<file path="src/rtl/poly_mm_pwm_ctrl_if.sv">
// Bus bundle between the pointwise-multiply job controller and its environment
// (sequencer, coefficient RAMs, shared Barrett multiplier).
interface poly_mm_pwm_ctrl_if #(
    parameter int AW = 8
);
    logic          start;
    logic          abort;
    logic          pause;
    logic [23:0]   cfg_q;
    logic [24:0]   cfg_m;
    logic [4:0]    cfg_N;
    logic          busy;
    logic          done;
    logic          cfg_err;
    logic          rd_en;
    logic [AW-1:0] rd_addr;
    logic [23:0]   rd_a_data;
    logic [23:0]   rd_b_data;
    logic          mm_enable;
    logic [23:0]   mm_a;
    logic [23:0]   mm_b;
    logic [23:0]   mm_q;
    logic [24:0]   mm_m;
    logic [4:0]    mm_N;
    logic [1:0]    mm_compress;
    logic [1:0]    mm_decompose;
    logic [1:0]    mm_duv_mode;
    logic          mm_valid;
    logic [23:0]   mm_result;
    logic          wr_en;
    logic [AW-1:0] wr_addr;
    logic [23:0]   wr_data;

    // Controller side
    modport slave (
        input  start, abort, pause, cfg_q, cfg_m, cfg_N,
        input  rd_a_data, rd_b_data, mm_valid, mm_result,
        output busy, done, cfg_err, rd_en, rd_addr,
        output mm_enable, mm_a, mm_b, mm_q, mm_m, mm_N,
        output mm_compress, mm_decompose, mm_duv_mode,
        output wr_en, wr_addr, wr_data
    );

    // Sequencer / RAM / multiplier side
    modport master (
        output start, abort, pause, cfg_q, cfg_m, cfg_N,
        output rd_a_data, rd_b_data, mm_valid, mm_result,
        input  busy, done, cfg_err, rd_en, rd_addr,
        input  mm_enable, mm_a, mm_b, mm_q, mm_m, mm_N,
        input  mm_compress, mm_decompose, mm_duv_mode,
        input  wr_en, wr_addr, wr_data
    );
endinterface

</file>
<file path="src/rtl/poly_mm_pwm_ctrl.sv">
// Pointwise modular-multiply job controller: streams LEN operand pairs through the
// LAT-stage Barrett multiplier and writes results back in order. POLY_MM_PERF_EN adds perf_cycles.
module poly_mm_pwm_ctrl #(
    parameter int LEN = 256,
    parameter int AW  = 8,
    parameter int LAT = 4
) (
    input  logic poly_mm_clk,
    input  logic poly_mm_rst_n,
    poly_mm_pwm_ctrl_if.slave bus
`ifdef POLY_MM_PERF_EN
    ,
    output logic [15:0] perf_cycles
`endif
);

    localparam int FW    = $clog2(LAT + 1);
    localparam int LASTI = LEN - 1;
    // Counters carry one extra bit so LEN == 2**AW terminates without wrapping
    localparam logic [AW:0]   LEN_C  = LEN[AW:0];
    localparam logic [AW:0]   LAST_C = LASTI[AW:0];
    localparam logic [FW-1:0] LAT_C  = LAT[FW-1:0];

    typedef enum logic [2:0] {
        S_IDLE,
        S_ISSUE,
        S_DRAIN,
        S_DONE,
        S_FLUSH
    } state_e;

    state_e        state_q, state_d;
    logic [AW:0]   rd_cnt_q, rd_cnt_d;
    logic [AW:0]   wr_cnt_q, wr_cnt_d;
    logic [FW-1:0] flush_cnt_q, flush_cnt_d;
    logic [23:0]   lat_q_q, lat_q_d;
    logic [24:0]   lat_m_q, lat_m_d;
    logic [4:0]    lat_n_q, lat_n_d;
    logic          mm_en_q, mm_en_d;
    logic          cfg_err_q, cfg_err_d;

    logic cfg_ok;
    logic active;
    logic accept;
    logic rd_en;
    logic wr_en;

    assign cfg_ok = (bus.cfg_N != 5'd0) && (bus.cfg_N <= 5'd24);
    assign active = (state_q == S_ISSUE) || (state_q == S_DRAIN);
    assign accept = (state_q == S_IDLE) && bus.start && cfg_ok;

    always_comb begin
        state_d     = state_q;
        rd_cnt_d    = rd_cnt_q;
        wr_cnt_d    = wr_cnt_q;
        flush_cnt_d = flush_cnt_q;
        lat_q_d     = lat_q_q;
        lat_m_d     = lat_m_q;
        lat_n_d     = lat_n_q;
        cfg_err_d   = 1'b0;
        rd_en       = 1'b0;

        // Results landing during an abort cycle or a flush belong to a cancelled job
        wr_en = bus.mm_valid && active && !bus.abort;
        if (wr_en) begin
            wr_cnt_d = wr_cnt_q + 1'b1;
        end

        unique case (state_q)
            S_IDLE: begin
                if (bus.start) begin
                    if (!cfg_ok) begin
                        cfg_err_d = 1'b1;
                    end else begin
                        lat_q_d  = bus.cfg_q;
                        lat_m_d  = bus.cfg_m;
                        lat_n_d  = bus.cfg_N;
                        rd_cnt_d = '0;
                        wr_cnt_d = '0;
                        state_d  = S_ISSUE;
                    end
                end
            end
            S_ISSUE: begin
                if (bus.abort) begin
                    flush_cnt_d = '0;
                    state_d     = S_FLUSH;
                end else begin
                    rd_en = !bus.pause && (rd_cnt_q < LEN_C);
                    if (rd_en) begin
                        rd_cnt_d = rd_cnt_q + 1'b1;
                        if (rd_cnt_q == LAST_C) begin
                            state_d = S_DRAIN;
                        end
                    end
                end
            end
            S_DRAIN: begin
                if (bus.abort) begin
                    flush_cnt_d = '0;
                    state_d     = S_FLUSH;
                end else if (wr_cnt_d == LEN_C) begin
                    state_d = S_DONE;
                end
            end
            S_DONE: begin
                state_d = S_IDLE;
            end
            S_FLUSH: begin
                // Wait out every operation still inside the multiplier pipeline
                if (flush_cnt_q == LAT_C) begin
                    state_d = S_IDLE;
                end else begin
                    flush_cnt_d = flush_cnt_q + 1'b1;
                end
            end
            default: begin
                state_d = S_IDLE;
            end
        endcase

        mm_en_d = rd_en;
    end

    always_ff @(posedge poly_mm_clk or negedge poly_mm_rst_n) begin
        if (!poly_mm_rst_n) begin
            state_q     <= S_IDLE;
            rd_cnt_q    <= '0;
            wr_cnt_q    <= '0;
            flush_cnt_q <= '0;
            lat_q_q     <= '0;
            lat_m_q     <= '0;
            lat_n_q     <= '0;
            mm_en_q     <= 1'b0;
            cfg_err_q   <= 1'b0;
        end else begin
            state_q     <= state_d;
            rd_cnt_q    <= rd_cnt_d;
            wr_cnt_q    <= wr_cnt_d;
            flush_cnt_q <= flush_cnt_d;
            lat_q_q     <= lat_q_d;
            lat_m_q     <= lat_m_d;
            lat_n_q     <= lat_n_d;
            mm_en_q     <= mm_en_d;
            cfg_err_q   <= cfg_err_d;
        end
    end

    assign bus.busy    = active || (state_q == S_FLUSH);
    assign bus.done    = (state_q == S_DONE);
    assign bus.cfg_err = cfg_err_q;
    assign bus.rd_en   = rd_en;
    assign bus.rd_addr = rd_cnt_q[AW-1:0];

    // Operands come straight from the RAM read port; zeroed outside an issue slot
    assign bus.mm_enable    = mm_en_q;
    assign bus.mm_a         = mm_en_q ? bus.rd_a_data : 24'd0;
    assign bus.mm_b         = mm_en_q ? bus.rd_b_data : 24'd0;
    assign bus.mm_q         = lat_q_q;
    assign bus.mm_m         = lat_m_q;
    assign bus.mm_N         = lat_n_q;
    assign bus.mm_compress  = 2'b00;
    assign bus.mm_decompose = 2'b00;
    assign bus.mm_duv_mode  = 2'b00;

    assign bus.wr_en   = wr_en;
    assign bus.wr_addr = wr_cnt_q[AW-1:0];
    assign bus.wr_data = wr_en ? bus.mm_result : 24'd0;

`ifdef POLY_MM_PERF_EN
    logic [15:0] perf_q, perf_d;

    always_comb begin
        perf_d = perf_q;
        if (accept) begin
            perf_d = '0;
        end else if (active && !bus.abort) begin
            perf_d = perf_q + 16'd1;
        end
    end

    always_ff @(posedge poly_mm_clk or negedge poly_mm_rst_n) begin
        if (!poly_mm_rst_n) begin
            perf_q <= '0;
        end else begin
            perf_q <= perf_d;
        end
    end

    assign perf_cycles = perf_q;
`endif

endmodule

</file>
<file path="src/flat_wrapper.sv">
// flat-port wrapper written by rule: the top's interface ports become plain ports
module poly_mm_pwm_ctrl_flat 
#(
    parameter int LEN = 256,
    parameter int AW  = 8,
    parameter int LAT = 4
)
  (poly_mm_clk, poly_mm_rst_n, bus_start, bus_abort, bus_pause, bus_cfg_q, bus_cfg_m, bus_cfg_N, bus_rd_a_data, bus_rd_b_data, bus_mm_valid, bus_mm_result, bus_busy, bus_done, bus_cfg_err, bus_rd_en, bus_rd_addr, bus_mm_enable, bus_mm_a, bus_mm_b, bus_mm_q, bus_mm_m, bus_mm_N, bus_mm_compress, bus_mm_decompose, bus_mm_duv_mode, bus_wr_en, bus_wr_addr, bus_wr_data);
  poly_mm_pwm_ctrl_if #(.AW(AW)) bus_i ();
  input  logic poly_mm_clk;
  input  logic poly_mm_rst_n;
  input wire logic [$bits(bus_i.start)-1:0] bus_start;
  input wire logic [$bits(bus_i.abort)-1:0] bus_abort;
  input wire logic [$bits(bus_i.pause)-1:0] bus_pause;
  input wire logic [$bits(bus_i.cfg_q)-1:0] bus_cfg_q;
  input wire logic [$bits(bus_i.cfg_m)-1:0] bus_cfg_m;
  input wire logic [$bits(bus_i.cfg_N)-1:0] bus_cfg_N;
  input wire logic [$bits(bus_i.rd_a_data)-1:0] bus_rd_a_data;
  input wire logic [$bits(bus_i.rd_b_data)-1:0] bus_rd_b_data;
  input wire logic [$bits(bus_i.mm_valid)-1:0] bus_mm_valid;
  input wire logic [$bits(bus_i.mm_result)-1:0] bus_mm_result;
  output wire logic [$bits(bus_i.busy)-1:0] bus_busy;
  output wire logic [$bits(bus_i.done)-1:0] bus_done;
  output wire logic [$bits(bus_i.cfg_err)-1:0] bus_cfg_err;
  output wire logic [$bits(bus_i.rd_en)-1:0] bus_rd_en;
  output wire logic [$bits(bus_i.rd_addr)-1:0] bus_rd_addr;
  output wire logic [$bits(bus_i.mm_enable)-1:0] bus_mm_enable;
  output wire logic [$bits(bus_i.mm_a)-1:0] bus_mm_a;
  output wire logic [$bits(bus_i.mm_b)-1:0] bus_mm_b;
  output wire logic [$bits(bus_i.mm_q)-1:0] bus_mm_q;
  output wire logic [$bits(bus_i.mm_m)-1:0] bus_mm_m;
  output wire logic [$bits(bus_i.mm_N)-1:0] bus_mm_N;
  output wire logic [$bits(bus_i.mm_compress)-1:0] bus_mm_compress;
  output wire logic [$bits(bus_i.mm_decompose)-1:0] bus_mm_decompose;
  output wire logic [$bits(bus_i.mm_duv_mode)-1:0] bus_mm_duv_mode;
  output wire logic [$bits(bus_i.wr_en)-1:0] bus_wr_en;
  output wire logic [$bits(bus_i.wr_addr)-1:0] bus_wr_addr;
  output wire logic [$bits(bus_i.wr_data)-1:0] bus_wr_data;
  assign bus_i.start = bus_start;
  assign bus_i.abort = bus_abort;
  assign bus_i.pause = bus_pause;
  assign bus_i.cfg_q = bus_cfg_q;
  assign bus_i.cfg_m = bus_cfg_m;
  assign bus_i.cfg_N = bus_cfg_N;
  assign bus_i.rd_a_data = bus_rd_a_data;
  assign bus_i.rd_b_data = bus_rd_b_data;
  assign bus_i.mm_valid = bus_mm_valid;
  assign bus_i.mm_result = bus_mm_result;
  assign bus_busy = bus_i.busy;
  assign bus_done = bus_i.done;
  assign bus_cfg_err = bus_i.cfg_err;
  assign bus_rd_en = bus_i.rd_en;
  assign bus_rd_addr = bus_i.rd_addr;
  assign bus_mm_enable = bus_i.mm_enable;
  assign bus_mm_a = bus_i.mm_a;
  assign bus_mm_b = bus_i.mm_b;
  assign bus_mm_q = bus_i.mm_q;
  assign bus_mm_m = bus_i.mm_m;
  assign bus_mm_N = bus_i.mm_N;
  assign bus_mm_compress = bus_i.mm_compress;
  assign bus_mm_decompose = bus_i.mm_decompose;
  assign bus_mm_duv_mode = bus_i.mm_duv_mode;
  assign bus_wr_en = bus_i.wr_en;
  assign bus_wr_addr = bus_i.wr_addr;
  assign bus_wr_data = bus_i.wr_data;
  poly_mm_pwm_ctrl #(.LEN(LEN), .AW(AW), .LAT(LAT)) u_core (.poly_mm_clk(poly_mm_clk), .poly_mm_rst_n(poly_mm_rst_n), .bus(bus_i));
endmodule
</file>
<file path="config.mk">
export PLATFORM = sky130hd
export DESIGN_NAME = poly_mm_pwm_ctrl_flat
export DESIGN_NICKNAME = d
export VERILOG_FILES = /design/src/rtl/poly_mm_pwm_ctrl_if.sv /design/src/rtl/poly_mm_pwm_ctrl.sv /design/src/flat_wrapper.sv
export SDC_FILE = /design/constraint.sdc
export NUM_CORES = 1
export LEC_CHECK = 0
export CORE_MARGIN = 10
export CORE_UTILIZATION = 39
export CTS_CLUSTER_DIAMETER = 40
export DETAILED_ROUTE_END_ITERATION = 10
export PLACE_DENSITY = 0.93
export SLEW_MARGIN = 20
export SYNTH_ARGS = -nofsm -noshare
export SYNTH_HDL_FRONTEND = slang
export SYNTH_SLANG_ARGS = --single-unit
</file>
<file path="constraint.sdc">
create_clock -name poly_mm_clk -period 2.85 [get_ports poly_mm_clk]
set_input_delay 0.4275 -clock poly_mm_clk [delete_from_list [all_inputs] [get_ports poly_mm_clk]]
set_output_delay 0.4275 -clock poly_mm_clk [all_outputs]
set_load 0.03 [all_outputs]
</file>
==> flow_metrics.tcl <==
set metrics [dict create \
    status "finished clean" \
    final_hold_viol_count 0 \
    worst_pin_slew_ns 1.01 \
    ys_seq_elements 80 \
    power_switching_share_pct 44.4 \
    routed_wl_um 15500 \
    crit_arrival_ns 2.11 \
    timing.slew.headroom_pct 32.7 \
    groute.layer.met1.usage_pct 18.3 \
    place_area_mm2 0.00687 \
    drc 0 \
    ys_async_sr_fraction_pct 100 \
    maxCapViolCount 0 \
    fin_tns_setup_ns 0 \
    grt_max_degree 81 \
    dp.cells 868 \
    ant_nets 0 \
    ir_drop_mv 0.567 \
    die_h_um 123 \
    io_buffers 279 \
    ys_seq_area_share_pct 48.1 \
    fp-row-count 37 \
    ctsLongestPathBuffers 2 \
    antenna_found_initial 1 \
    synth_flop_cell "dfrtp_1" \
    cp-start-kind "input port" \
    yosysWarningCount 0 \
    maxSlewViolCount 0 \
    synth_top_family_by_area "simple AND/OR/NAND/NOR gates" \
    p_int_uw 3300 \
    use_met2_pct 36.6 \
    grt_pass1_vias 4248 \
    endpoint_kind "output port" \
    gp_congestion 0.966 \
    worstSkewPairLatency_ns 0.34 \
    wire_per_inst_um 17.5 \
    cts_buffers 9 \
    htreeDepth 3 \
    cts_hold_buf 0 \
    yosys.area_share.xor_xnor_pct 3.76 \
    instances_no_fill 885 \
    synth_simple_gate_area_share_pct 34.7 \
    layout.nets 880 \
    ys_top_cells_by_area "dfrtp_1 48%, nand2_1 16%, and2_1 11%" \
    drive_above_1_share_pct 7.89 \
    path_max_fanout 7 \
    synth_cell_types 44 \
    p_switching_uw 2640 \
    power_density_mw_per_mm2 839 \
    synth_top_area_share_pct 48.1 \
    critPathKind "input port to output port" \
    vias 4173 \
    ios 286 \
    synthAdderAreaFrac_pct 1.50 \
    viasPerCell 4.72 \
    dr.first_iter.drc_count 189 \
    grtUsageMet3_pct 7.16 \
    layout_commonest_cell "clkdlybuf4s50_1" \
    clkPwrFrac_pct 14.5 \
    fin_crit_sh_pct 89.0 \
    grt_use_total_pct 19.1 \
    die_area_mm2 0.0152 \
    power_frac_comb_pct 54.5 \
    syn_inst 488 \
    max_freq_mhz 394 \
    fin_worst_skew_ns 0.0120 \
    p_leak_uw 0.00327 \
    place_hpwl_um 12700 \
    p_seq_share_pct 31.0 \
    avgSynthCellArea_um2 8.53 \
    min_path_type "input port to async pin" \
    grt-busiest-layer "met2" \
    cts_root_buf "clkbuf_8" \
    cts_tree "built" \
    die_w_um 123 \
    cts_resized 0 \
    final_cell_mix "253 x clkdlybuf4s50_1, 173 x nand2_1, 80 x dfrtp_1" \
    reg2reg_slack_ns 0.92 \
    period_minus_slack_ns 2.54 \
    netlist_area_mm2 0.00416 \
    setup_viol 0 \
    muxShareOfSynthArea_pct 0.240 \
    cts_sinks 80 \
    clk_pin_slew_worst_paths_ns 0.09 \
    required_ns 2.42 \
    drtPass1Iterations 4 \
    rsz0062_at_grt "no" \
    grt_overflow 0 \
    synth-compound-area-share_pct 4.27 \
    synth_area_leader_cell "dfrtp_1" \
    areaGrowthSynthToFinish_pct 69.9 \
    cts_setup_buffers 0 \
    synth_edf_count 0 \
    start_util_pct 40.1 \
    grt_pass1_wl_um 22900 \
    design.core.area_mm2 0.0104 \
    design_area_mm2 0.00707 \
]
metal layers:
metal  vias up  share of wire [%]
met5         -                  0
met1      1962                 34
met2       167                 54
met3        23                9.9
met4         0                2.3
li1       2021                  -
state kept, by name (all words and copies together), names as in the netlist:
signal	cells
u_core.bus.cfg_err	1
u_core.bus.mm_N	5
u_core.bus.mm_enable	1
u_core.bus.mm_m	25
u_core.bus.mm_q	24
u_core.flush_cnt_q	3
u_core.rd_cnt_q	9
u_core.state_q	3
u_core.wr_cnt_q	9
cells in the mapped netlist, types with 7 or more instances:
library cell and n:
buf_4 23, dfrtp_1 80, buf_2 16, and3_1 7
o21ai_0 10, xnor2_1 8, clkbuf_1 8, and2_1 73
a21oi_1 7, xor2_1 8, nand2_1 174, nor2_1 16
worst max-delay path, stage by stage:
cell and delay, ns:
clkdlybuf4s50_1 0.49, nor2_4 0.22, nand3_2 0.15, inv_2 0.13, clkdlybuf4s50_1 0.68
cell type report:
type,count,area [um^2]
clock buffers,10,138
flip-flops and latches,80,2000
multi-input cells,360,1880
clock inverters,6,68.8
fillers,791,3300
inverters,6,22.5
well taps,136,170
repair buffers,286,2790
diodes,1,2.50
stage by stage:
stage	total power, uW	worst slack, ns	util (%)	hold WS, ns
floorplan	3690	0.686	-	0.132
CTS	6010	0.304	68.2	0.274
finish	5940	0.314	68.2	0.240
global placement	5030	0.362	66.2	0.456
detailed placement	5140	0.308	66.2	0.461
global route	6310	0.217	68.2	0.305
logic make-up (layout without fill, tap and decap cells):
logic type               count (synthesis)  count (layout)
AO/OA/AOI/OAI                           27              27
XOR/XNOR                                17              17
adder cells (fa/ha/maj)                  5               5
buffers and inverters                   53             308
flip-flops                              80              80
multiplexers                             1               1
other                                    1               7
AND/OR/NAND/NOR                        304             304
power by group through the flow:
| stage | clock (uW) | sequential [uW] | combinational [uW] |
|---|---|---|---|
| finish | 861 | 1840 | 3240 |
| global route | 933 | 1900 | 3480 |
| CTS | 880 | 1840 | 3290 |
| detailed placement | 0 | 1860 | 3280 |
| global placement | 0 | 1830 | 3200 |
| floorplan | 0 | 2520 | 1170 |
worst paths after layout:
path | start | endpoint | cells after the start
worst min register to register | u_core.bus.mm_q[8] | u_core.bus.mm_q[8] | 2
min in group poly_mm_clk | u_core.bus.mm_q[8] | u_core.bus.mm_q[8] | 2
max in group asynchronous | poly_mm_rst_n | u_core.rd_cnt_q[8] | 1
worst max-delay path | bus_abort | bus_rd_en | 5
worst min-delay path | poly_mm_rst_n | u_core.bus.mm_m[12] | 1
worst max register to register | u_core.state_q[1] | u_core.rd_cnt_q[7] | 6
(Power assumes the default switching activity.)
